File: src/rtl/pc_pkg.sv
// -----------------------------------------------------------------------------
// pc_pkg
// Shared types for the fetch-stage program-counter generator.
//   state_t : fetch FSM state (BOOT, RUN, HALT)
//   sel_t   : next-PC source picked by the priority encoder
// Optional feature macro used by the importing files: PC_MISALIGN_TRAP_EN
// -----------------------------------------------------------------------------
package pc_pkg;

  typedef enum logic [1:0] {
    BOOT = 2'd0,
    RUN  = 2'd1,
    HALT = 2'd2
  } state_t;

  // Listed in priority order, highest first.
  typedef enum logic [2:0] {
    SEL_TRAP  = 3'd0,
    SEL_REDIR = 3'd1,
    SEL_JUMP  = 3'd2,
    SEL_HOLD  = 3'd3,
    SEL_SEQ   = 3'd4
  } sel_t;

endpackage

File: src/rtl/pc_next_sel.sv
// -----------------------------------------------------------------------------
// pc_next_sel
// Combinational priority encoder for the next fetch PC.
// Priority: trap, EX redirect, ID jump (only when not stalled), hold, sequential.
//
// Ports
//   pc           in   ADDR_W  current fetch PC
//   pc_seq       in   ADDR_W  pc + INSTR_BYTES
//   stall        in   1       hazard hold
//   fetch_ready  in   1       imem accepted the current PC
//   redir_valid  in   1       EX redirect request
//   redir_target in   ADDR_W  EX redirect address
//   jump_valid   in   1       ID jump request
//   jump_target  in   ADDR_W  ID jump address
//   trap_req     in   1       exception request
//   sel          out  sel_t   winning source (the original source, even when
//                             a misaligned target is replaced by TRAP_VEC)
//   next_pc      out  ADDR_W  PC to load if the FSM takes this selection
//   bad_target   out  1       redirect/jump target was misaligned and replaced
//
// Macro PC_MISALIGN_TRAP_EN: when defined, a redirect/jump target whose low
// log2(INSTR_BYTES) bits are nonzero is replaced by TRAP_VEC and flagged.
// When undefined the target is passed through and bad_target stays 0.
// -----------------------------------------------------------------------------
module pc_next_sel
  import pc_pkg::*;
#(
  parameter int              ADDR_W      = 32,
  parameter logic [ADDR_W-1:0] TRAP_VEC  = 32'h80,
  parameter int              INSTR_BYTES = 4
) (
  input  logic [ADDR_W-1:0] pc,
  input  logic [ADDR_W-1:0] pc_seq,
  input  logic              stall,
  input  logic              fetch_ready,
  input  logic              redir_valid,
  input  logic [ADDR_W-1:0] redir_target,
  input  logic              jump_valid,
  input  logic [ADDR_W-1:0] jump_target,
  input  logic              trap_req,
  output sel_t              sel,
  output logic [ADDR_W-1:0] next_pc,
  output logic              bad_target
);

`ifdef PC_MISALIGN_TRAP_EN
  // INSTR_BYTES is a power of two, so INSTR_BYTES-1 selects the offset bits.
  localparam logic [ADDR_W-1:0] ALIGN_MASK = ADDR_W'(INSTR_BYTES - 1);
`endif

  always_comb begin
    sel        = SEL_SEQ;
    next_pc    = pc_seq;
    bad_target = 1'b0;

    if (trap_req) begin
      sel     = SEL_TRAP;
      next_pc = TRAP_VEC;
    end else if (redir_valid) begin
      sel     = SEL_REDIR;
      next_pc = redir_target;
    end else if (jump_valid && !stall) begin
      // A stalled jump is dropped here; ID re-asserts it after the stall.
      sel     = SEL_JUMP;
      next_pc = jump_target;
    end else if (stall || !fetch_ready) begin
      sel     = SEL_HOLD;
      next_pc = pc;
    end

`ifdef PC_MISALIGN_TRAP_EN
    if ((sel == SEL_REDIR || sel == SEL_JUMP) && ((next_pc & ALIGN_MASK) != '0)) begin
      next_pc    = TRAP_VEC;
      bad_target = 1'b1;
    end
`endif
  end

endmodule

File: src/rtl/pc_gen.sv
// -----------------------------------------------------------------------------
// pc_gen
// Program-counter generator for the fetch stage. Holds the fetch PC, runs the
// BOOT/RUN/HALT control FSM and loads the next PC chosen by pc_next_sel.
//
// Ports
//   clock        in   1       rising-edge clock
//   reset        in   1       asynchronous, active-high reset
//   stall        in   1       hazard unit: hold PC
//   redir_valid  in   1       EX-stage branch taken / mispredict
//   redir_target in   ADDR_W  EX redirect address
//   jump_valid   in   1       ID-stage unconditional jump
//   jump_target  in   ADDR_W  ID jump address
//   trap_req     in   1       exception request (1-cycle pulse)
//   halt_req     in   1       enter HALT at next boundary
//   resume       in   1       leave HALT
//   fetch_ready  in   1       imem accepts pc_out this cycle
//   pc_out       out  ADDR_W  current fetch PC (registered)
//   pc_valid     out  1       pc_out is a real fetch request (registered)
//   pc_seq       out  ADDR_W  pc_out + INSTR_BYTES, wraps mod 2^ADDR_W
//   misalign     out  1       registered: last loaded target was misaligned
//
// Macro PC_MISALIGN_TRAP_EN enables the misaligned-target trap; without it
// misalign is constant 0 and targets are loaded unchanged.
// -----------------------------------------------------------------------------
module pc_gen
  import pc_pkg::*;
#(
  parameter int                ADDR_W      = 32,
  parameter logic [ADDR_W-1:0] RESET_VEC   = 32'h0,
  parameter logic [ADDR_W-1:0] TRAP_VEC    = 32'h80,
  parameter int                INSTR_BYTES = 4,
  parameter int                BOOT_CYC    = 2
) (
  input  logic              clock,
  input  logic              reset,
  input  logic              stall,
  input  logic              redir_valid,
  input  logic [ADDR_W-1:0] redir_target,
  input  logic              jump_valid,
  input  logic [ADDR_W-1:0] jump_target,
  input  logic              trap_req,
  input  logic              halt_req,
  input  logic              resume,
  input  logic              fetch_ready,
  output logic [ADDR_W-1:0] pc_out,
  output logic              pc_valid,
  output logic [ADDR_W-1:0] pc_seq,
  output logic              misalign
);

  localparam int CNT_W = (BOOT_CYC > 1) ? $clog2(BOOT_CYC) : 1;
  // BOOT is left on the edge where the counter reaches BOOT_LAST. With
  // BOOT_CYC of 0 or 1 that is the first edge after reset release, which is
  // the earliest the registered state can move out of its reset value.
  localparam logic [CNT_W-1:0] BOOT_LAST = CNT_W'((BOOT_CYC > 0) ? BOOT_CYC - 1 : 0);

  state_t            state_reg;
  logic [CNT_W-1:0]  boot_cnt_reg;
  logic [ADDR_W-1:0] pc_reg;
  logic              valid_reg;
  logic              misalign_reg;

  sel_t              sel_next;
  logic [ADDR_W-1:0] pc_next;
  logic              bad_target;
  logic              halt_blocked;

  assign pc_seq   = pc_reg + ADDR_W'(INSTR_BYTES);
  assign pc_out   = pc_reg;
  assign pc_valid = valid_reg;
  assign misalign = misalign_reg;

  pc_next_sel #(
    .ADDR_W      (ADDR_W),
    .TRAP_VEC    (TRAP_VEC),
    .INSTR_BYTES (INSTR_BYTES)
  ) u_next_sel (
    .pc           (pc_reg),
    .pc_seq       (pc_seq),
    .stall        (stall),
    .fetch_ready  (fetch_ready),
    .redir_valid  (redir_valid),
    .redir_target (redir_target),
    .jump_valid   (jump_valid),
    .jump_target  (jump_target),
    .trap_req     (trap_req),
    .sel          (sel_next),
    .next_pc      (pc_next),
    .bad_target   (bad_target)
  );

  // A trap or redirect in the same cycle takes precedence over halt_req.
  assign halt_blocked = (sel_next == SEL_TRAP) || (sel_next == SEL_REDIR);

  always_ff @(posedge clock or posedge reset) begin
    if (reset) begin
      state_reg    <= BOOT;
      boot_cnt_reg <= '0;
      pc_reg       <= RESET_VEC;
      valid_reg    <= 1'b0;
      misalign_reg <= 1'b0;
    end else begin
      // misalign is a one-cycle flag for the load that just happened.
      misalign_reg <= 1'b0;
      case (state_reg)
        BOOT: begin
          if (boot_cnt_reg == BOOT_LAST) begin
            state_reg <= RUN;
            valid_reg <= 1'b1;
          end else begin
            boot_cnt_reg <= boot_cnt_reg + 1'b1;
          end
        end

        RUN: begin
          if (halt_req && !halt_blocked) begin
            // PC is frozen at the halt boundary; the request is withdrawn.
            state_reg <= HALT;
            valid_reg <= 1'b0;
          end else begin
            pc_reg       <= pc_next;
            misalign_reg <= bad_target;
          end
        end

        HALT: begin
          // Only a trap moves the PC while halted; redirects/jumps are ignored.
          if (trap_req) begin
            pc_reg    <= TRAP_VEC;
            state_reg <= RUN;
            valid_reg <= 1'b1;
          end else if (resume) begin
            state_reg <= RUN;
            valid_reg <= 1'b1;
          end
        end

        default: begin
          state_reg    <= BOOT;
          boot_cnt_reg <= '0;
          pc_reg       <= RESET_VEC;
          valid_reg    <= 1'b0;
        end
      endcase
    end
  end

endmodule

File: config.mk
export PLATFORM = sky130hd
export DESIGN_NAME = pc_gen
export DESIGN_NICKNAME = d
export VERILOG_FILES = /design/src/rtl/pc_pkg.sv /design/src/rtl/pc_next_sel.sv /design/src/rtl/pc_gen.sv
export SDC_FILE = /design/constraint.sdc
export NUM_CORES = 1
export LEC_CHECK = 0
export BUFFER_PORTS_ARGS = -buffer_cell sky130_fd_sc_hd__buf_4
export CAP_MARGIN = 10
export CORE_ASPECT_RATIO = 1.5
export CORE_MARGIN = 3
export CORE_UTILIZATION = 40
export DETAILED_ROUTE_END_ITERATION = 16
export HOLD_SLACK_MARGIN = 0.1
export PLACE_DENSITY = 0.73
export SYNTH_ARGS = -nofsm -noshare
export SYNTH_HDL_FRONTEND = slang
export SYNTH_SLANG_ARGS = --single-unit
File: constraint.sdc
create_clock -name clock -period 1.9 [get_ports clock]
set_input_delay 0.19 -clock clock [delete_from_list [all_inputs] [get_ports clock]]
set_output_delay 0.19 -clock clock [all_outputs]
set_load 0.02 [all_outputs]
-- Word level (Yosys, flattened, before mapping)
Cells that the tools add are included.
- register bits after elaboration: 36
- output and inout bits: 66
- bits in latches: 0
- memories: 0
- bits in read-only memories: 0
- input bits: 73
- RAM bits: 0
- word-level logic and storage cells: 51
- add/subtract/negate cells: 2
- equality and inequality tests: 9
- reduce and logical (&&, ||, !) cells: 12
- div/mod/pow operators: 0
- muxes and demuxes: 23
- bitwise logic cells: 1
- shifts and indexed selects: 0
- multiply operators: 0
- magnitude comparators: 0
- operator list (kind ; number):
    32-bit two-way mux ; 6
    32-bit one-hot mux with 3 select lines ; 1
    32-bit by 3-bit adder with 32-bit output (second input constant) ; 1
    3-bit two-way mux ; 4
    2-bit two-way mux ; 4
    2-bit inequality test (second input constant) ; 4
    2-bit one-hot mux with 3 select lines ; 1
    1-bit two-way mux ; 5
    5-bit by 4-bit inequality test with 1-bit output (second input constant) ; 1
    4-bit AND reduction ; 1
    3-bit by 1-bit equality test with 1-bit output (second input constant) ; 1
    1-bit zero test ; 3
    3-bit zero test ; 1
    3-bit inequality test (second input constant) ; 1
    1-bit one-hot mux with 3 select lines ; 1
    3-bit AND reduction ; 1
    2-bit by 1-bit equality test with 1-bit output (second input constant) ; 1
    2-bit equality test (second input constant) ; 1
    1-bit logical AND ; 2
    2-bit zero test ; 1
    1-bit logical OR ; 2
    1-bit one-hot mux with 2 select lines ; 1
    2-bit OR reduction ; 1
    1-bit adder (second input constant) ; 1
    1-bit inverter ; 1

-- Logic depth before layout (Yosys ltp)
Gate-level depths: netlist of the first run.
- depth after elaboration: 12
- depth in mapped cells: 9
- mapped depth without buffers: 7

-- Hierarchy
Synthesis of the first run repeated with hierarchy kept, for this count alone.
- cells, all modules: 412
- area total of the unflattened synthesis: 3344.5 um2
- by module, submodules not included (module ; times used ; cells an instance ; area an instance (um2) ; sequential area each (um2)):
    pc_gen ; 1 ; 253 ; 2159.6 ; 925.9
    pc_next_sel ; 1 ; 159 ; 1184.9 ; 0.0

-- Worst setup path after synthesis of the first run
No wires, ideal clock.
- path type: flip-flop to output port
- start point: register pc_reg[2], in the netlist pc_out[2]
- end point: output pc_seq[28]
- data required time: 1710 ps
- arrival time: 2211 ps
- buffers on the path: 1
- cell stages (with the launch flop): 7
- path slack: -501 ps
- cell sequence: dfrtp_1 > ha_1 > and4_1 > clkbuf_1 > nand2_2 > nor4_1 > xor2_1
- word-level cells in the longest chain between the ends: 1
- RTL lines (element ; line ; RTL):
    from (decl) ; pc_gen.sv:60 ; logic [ADDR_W-1:0] pc_reg;
    from (signal assigned) ; pc_gen.sv:122 ; pc_reg <= pc_next;
    32-bit by 3-bit adder with 32-bit output ; pc_gen.sv:69 ; assign pc_seq = pc_reg + ADDR_W'(INSTR_BYTES);
    to (decl) ; pc_gen.sv:48 ; output logic [ADDR_W-1:0] pc_seq,
No other way between the ends.

-- Worst setup path in the final report of the first run
- start point: register pc_reg[16], in the netlist pc_out[16]
- end point: output pc_seq[27]
The elaborated chain is that of the path after synthesis.

==> results of run 1 <==
layout by cell type, fill, tap and decap left out, drive strengths merged, types with 4 or more instances in the layout:
| cell type | count |
|---|---|
| a21oi | 15 |
| nor3 | 11 |
| o22a | 4 |
| and4 | 6 |
| and3 | 6 |
| nand2 | 38 |
| nor4 | 6 |
| xnor2 | 18 |
| clkbuf | 6 |
| dfrtp | 36 |
| xor2 | 9 |
| a221oi | 5 |
| nand3 | 13 |
| nor2 | 27 |
| a22o | 7 |
| o41ai | 7 |
| or3 | 6 |
| o31ai | 11 |
| and2 | 5 |
| o21ai | 41 |
| a22oi | 6 |
| inv | 11 |
| o2bb2ai | 5 |
| nand4 | 6 |
| ha | 5 |
| buf | 236 |
synthesized netlist by cell type (9+ instances only):
library cell  instances
nand3_1              13
a21oi_1              15
o21ai_0              41
dfrtp_1              36
nor3_1               11
clkbuf_1             23
nor2_1               27
nand2_1              37
xor2_1                9
xnor2_1              18
o31ai_1              11
inv_1                11
worst register-to-register path, delay by kind of cell (launching register included):
family / cells / cell delay [ps]
AOI/OAI and AO/OA: 3 / 790
DFF: 1 / 390
and+or+nand+nor: 2 / 320
buffers and inverters: 4 / 490
adders and majority gates: 1 / 140
kinds of logic (layout without fill, tap and decap cells):
kind of cell | count (synthesis) | after routing | share of synthesized area [%]
multiplexers | 1 | 1 | 0.331
flip-flops | 36 | 36 | 29.8
XOR/XNOR | 27 | 27 | 7.82
adder cells (fa/ha/maj) | 5 | 5 | 2.07
AO/OA/AOI/OAI | 131 | 131 | 29.8
AND/OR/NAND/NOR | 136 | 136 | 24.2
buffers and inverters | 42 | 258 | 5.79
other | 1 | 1 | 0.124
path summary, 6_finish.rpt:
kind                                          start                  endpoint  depth (start not counted)
max in group asynchronous                     reset    pc_out[28]$_DFFE_PP0P_                          4
setup / recovery             pc_out[16]$_DFFE_PP0P_                pc_seq[27]                          6
hold reg to reg            boot_cnt_reg$_DFFE_PP0N_  boot_cnt_reg$_DFFE_PP0N_                          2
setup reg to reg           state_reg[1]$_DFFE_PP0P_    pc_out[20]$_DFFE_PP0P_                         10
hold / removal                     redir_target[17]    pc_out[17]$_DFFE_PP0P_                          3
min in group asynchronous                     reset     pc_out[6]$_DFFE_PP0P_                          4
repair_timing:
| action | 4_1_cts | 5_1_grt |
|---|---|---|
| resized for setup | 71 | 63 |
| hold buffers | 1 | 0 |
| hold endpoints to repair | 36 | 0 |
| buffers inserted | 20 | 15 |
| gates cloned | 2 | 1 |
| pin swaps | 43 | 48 |
| endpoints found under the setup margin | 44 | 53 |
stage by stage:
step / hold WS (ps) / std cells / util (%) / power [µW] / area [µm²]
6_report: 112 / 695 / 81.0 / 5600 / 5900
5_1_grt: 117 / 695 / 81.0 / 5840 / 5900
4_1_cts: 108 / 684 / 75.7 / 5110 / 5510
3_5_place_dp: 346 / 653 / 66.2 / 3790 / 4810
3_3_place_gp: 334 / 653 / 66.2 / 3710 / 4810
2_1_floorplan: 323 / 379 / - / 2630 / 3340
final cells by class:
type / count / share of cell area, %
repair buffers: 238 / 33.3
clock buffers: 5 / 1.17
well taps: 100 / 2.12
clock inverters: 3 / 1.53
inverters: 12 / 0.764
flip-flops and latches: 36 / 15.7
multi-input cells: 301 / 45.4
routing by layer:
metal / vias up / routed length, µm
met2: 287 / 8200
met1: 2111 / 5120
met4: 0 / 674
met5: - / 0
li1: 1844 / -
met3: 54 / 1120
report_power, final:
part	internal (µW)	switching, µW
registers	940	171
logic	1660	1860
clock network	657	312
==> results.cfg, run 1 <==
[run_status]
outcome = complete, but fails checks
violations = setup timing

[sta]
fmax_mhz = 447
tns_ps = -4660
worst_slack_ps = -337
min_period_ps = 2240
fin_skew_ps = 6.36
setup_viol = 35
post-route-period-util_pct = 118
tightest_slew_ps = 707
rsz0062_at_grt = yes
drv_slew = 0
slew_headroom_pct = 52.5
hold_viol = 0

[detailed_routing]
wl_um = 15100
drt_iter0_drc = 480
drc = 0
num_vias = 4296
ant_nets = 0
dr.pass1.iters = 5
drt-wirelength-per-cell_um = 21.7
viasPerCell = 6.18

[clock_network]
path_clk_slew_ps = 80
clkLatencyLatePin_ps = 300
h-tree-depth = 2
cts_tree = yes
cts_root_buf = clkbuf_8
cts_buffer_depth = 2
clock-sinks = 36
cts_buffers = 5

[critical_path]
crit_type = register to output pin
worstPathCellList = nand4_1, or2_4, buf_6, or3_4, xnor2_2, buf_4
slowest_stage = dfrtp_2
critPathTopFamily = simple AND/OR/NAND/NOR gates
cp_slowest_stage_delay_ps = 380
worst_setup_path_end_kind = output pin
start_kind = register
worstPathRequired_ps = 1710
crit_fanout = 4
cp_num_buf_inv = 2
reg2reg_slack_ps = -290
critPathArrivalTime_ps = 2050

[power]
power.density_nw_per_um2 = 950
power_leakage_uw = 0.00281
ir_drop_uv = 856

[grt]
grt_max_degree = 37
grt_overflow = 0
gr-usage-met2_pct = 54.0
grt.met3_usage_pct = 5.22
busiest_layer = met2
grt_usage_pct = 30.3
grt_pass1_wl_um = 21000
grtUsageMet1_pct = 33.0
grt_pass1_vias = 4276
antenna_found_initial = 0

[yosys]
synth_nets = 457
syn-mean-instance-area_um2 = 7.98
synth-main-ff-cell = dfrtp_1
ys_warn_count = 0
async_flop_share_pct = 100
ys_types = 60
synth_top_area_share_pct = 29.8
synth_area_leaders = dfrtp_1 (30%), o21ai_0 (6.8%), xnor2_1 (5.2%)
synthCells = 379
syn_area_um2 = 3020
yosysSeqAreaShare_pct = 29.8
yosys.area.top_type = dfrtp_1
synth_edf_count = 0
synth_seq_cells = 36

[cells_and_area]
largest_reg_flops = 32
fillers = 447
n_antenna_cell = 0
area_delta_synth_final_pct = 95.0
nets = 672
regArea_um2 = 923
drive_above_1_share_pct = 61.0
multi_input_area_um2 = 2680

[floorplan]
coreArea_um2 = 7270
die_y_um = 112
dieArea_um2 = 8660
start_util_pct = 41.6
pin_count = 139
rows = 38
die_w_um = 77.0

[placed_design]
place_ws_ps = -207
gp_congestion = 0.923
dp_hpwl_um = 9070
portBuffers = 137

[job]
maxCapViolCount = 0

[min_path]
hp-class = input port to register
(Power assumes the default switching activity.)
==> inputs of run 2 (changes only) <==
--- a/config.mk
+++ b/config.mk
@@ -5,6 +5,7 @@
 export SDC_FILE = /design/constraint.sdc
 export NUM_CORES = 1
 export LEC_CHECK = 0
+export ABC_AREA = 1
 export BUFFER_PORTS_ARGS = -buffer_cell sky130_fd_sc_hd__buf_4
 export CAP_MARGIN = 10
 export CORE_ASPECT_RATIO = 1.5
@@ -12,7 +13,7 @@
 export CORE_UTILIZATION = 40
 export DETAILED_ROUTE_END_ITERATION = 16
 export HOLD_SLACK_MARGIN = 0.1
-export PLACE_DENSITY = 0.73
+export PLACE_DENSITY = 0.69
 export SYNTH_ARGS = -nofsm -noshare
 export SYNTH_HDL_FRONTEND = slang
 export SYNTH_SLANG_ARGS = --single-unit
==> constraint.sdc (replaced) <==
create_clock -name clock -period 2.23 [get_ports clock]
set_input_delay 0.223 -clock clock [delete_from_list [all_inputs] [get_ports clock]]
set_output_delay 0.223 -clock clock [all_outputs]
set_load 0.02 [all_outputs]
==> run 2 against run 1 <==
  * The run now ends clean
  * Critical endpoint is now pc_seq[10]
  * Largest cell class unchanged
  * Register-to-register slack gained 520 ps
  * Global-route usage down 5.4 points
  * Setup slack gained 440 ps
==> results.cfg, run 2 <==
[run_status]
outcome = finished clean

[yosys]
ys_warn_count = 0
yosys.area.top_type = nand2_1
synth_most_common_cell = nand2_1
async_flop_share_pct = 100
synth_top_area_share_pct = 27.7
synth_seq_cells = 36
synth-main-ff-cell = dfrtp_1
ys_types = 31
synthCells = 582
synth_commonest_cells = nand2_1 (245), nor2_1 (92), inv_1 (51)
synth_area_leaders = nand2_1 (28%), dfrtp_1 (27%), nor2_1 (10%)
synth_edf_count = 0
synth_nets = 660
syn_area_um2 = 3310
syn-mean-instance-area_um2 = 5.69
yosysSeqAreaShare_pct = 27.2

[critical_path]
crit_fanout = 5
worst_setup_path_end_kind = output pin
startpoint = pc_out[2]$_DFFE_PP0P_
worstPathRequired_ps = 2010
crit_type = register to output pin
crit_end = pc_seq[10]
r2r.worst_path.cells = 12
critPathArrivalTime_ps = 1900
start_kind = register
reg2reg_slack_ps = 230
r2r_start = state_reg[1]$_DFFE_PP0P_
r2r-end = pc_out[18]$_DFFE_PP0P_

[clock_network]
cts_root_buf = clkbuf_16
path_clk_slew_ps = 60
cts_tree = yes
clkLatencyLatePin_ps = 290
h-tree-depth = 2
clock-sinks = 36
cts_buffers = 5
cts_buffer_depth = 2

[sta]
min_period_ps = 2120
fmax_mhz = 471
slew_headroom_pct = 66.1
hold_viol = 0
post-route-period-util_pct = 95.3
drv_slew = 0
setup_viol = 0
worst_slack_ps = 106
fin_skew_ps = 3.50
tightest_slew_ps = 509

[cells_and_area]
area_delta_synth_final_pct = 41.8
drive_above_1_share_pct = 27.8
fillers = 808
largest_reg_flops = 32
nets = 799
fin_area_um2 = 4700
n_antenna_cell = 0
most-common-layout-cells = nand2_1 (240), buf_4 (153), nor2_1 (82), inv_1 (51), nand3_1 (47)
mostFrequentLayoutCell = nand2_1

[detailed_routing]
drt-wirelength-per-cell_um = 14.1
viasPerCell = 4.91
wl_um = 11700
dr.pass1.iters = 4
drt_iter0_drc = 197
num_vias = 4064
ant_nets = 0
drc = 0

[floorplan]
pin_count = 139
die_y_um = 117
coreArea_um2 = 8060
die_w_um = 80.3
rows = 40
dieArea_um2 = 9440
start_util_pct = 41.1

[placed_design]
portBuffers = 137
place_ws_ps = 249
gp_congestion = 0.912
postPlaceCellArea_um2 = 4420
dp_hpwl_um = 8820

[grt]
grt_usage_pct = 24.9
grt_pass1_vias = 3878
grt_max_degree = 41
grt_overflow = 0
antenna_found_initial = 0
grt_pass1_wl_um = 18600

[power]
ir_drop_uv = 489
power_leakage_uw = 0.00249
power.density_nw_per_um2 = 792

[min_path]
hp-class = input port to register

[job]
maxCapViolCount = 0
## run 2: changes by cell type in the layout (fill, tap and decap cells not counted), moves of 25 or more
cell     previous run  this run
nand3_1             6        47
nand2_1            34       240
inv_1               8        51
nor2_1             24        82
buf_4             205       153
buf_6              25         0
## run 2: worst min path at each step
stage,to,depth (start not counted),start
floorplan,boot_cnt_reg$_DFFE_PP0N_,1,reset
global placement,state_reg[1]$_DFFE_PP0P_,3,reset
detailed placement,state_reg[1]$_DFFE_PP0P_,3,reset
CTS,pc_out[6]$_DFFE_PP0P_,3,redir_target[6]
global route,pc_out[3]$_DFFE_PP0P_,3,redir_target[3]
finish,pc_out[6]$_DFFE_PP0P_,3,redir_target[6]
## run 2: layout make-up
type	count	area [µm²]	area share (%)
clock buffer	5	125	2.66
inverter	55	206	4.39
sequential	36	906	19.3
clock inverter	3	42.5	0.905
timing repair buffer	154	1160	24.6
multi-input combinational	469	2130	45.3
tap	105	131	2.79
## run 2: logic make-up (layout without fill, tap and decap cells)
kind of cell	after synthesis	count (layout)	share of synthesized area [%]
and+or+nand+nor	422	422	53.1
buffers and inverters	77	217	10.0
AOI/OAI and AO/OA	36	36	6.34
DFF	36	36	27.2
adders and majority gates	5	5	1.89
xor gates and xnor gates	4	4	1.06
other	1	1	0.113
muxes	1	1	0.302
## run 2: power breakdown
part           internal (µW)  switching [µW]
clock network            526             305
logic                    758            1110
registers                807             219
## run 2: per-layer routing
layer / share of wire, % / vias to the layer above / track usage, %
li1: - / 2059 / -
met1: 38 / 1864 / 26.8
met2: 55 / 126 / 47.8
met3: 5.7 / 15 / 4.29
met4: 1.7 / 0 / 6.98
met5: 0 / - / 0
## run 2: worst max-delay path, stage by stage (launching register included)
cell and delay [ps]:
dfrtp_1 400, ha_2 210, nand2_2 100, nor2_2 160, nand2_2 130, xnor2_1 390
buf_4 220
## run 2: through the flow
step,util [%],hold slack [ps],power [µW],TNS (ps),cells
6_report,58.3,225,3720,0,827
5_1_grt,58.3,259,3970,-14.2,827
4_1_cts,57.2,222,3700,0,821
3_5_place_dp,54.9,381,2860,0,812
3_3_place_gp,54.9,380,2830,0,812
2_1_floorplan,-,390,2100,0,582
## run 2: timing repair
action	4_1_cts	5_1_grt
setup endpoints to repair	9	17
pin swaps	0	2
resized for setup	4	18
hold buffers	1	0
setup buffers	0	6
endpoints found under the hold margin	36	0
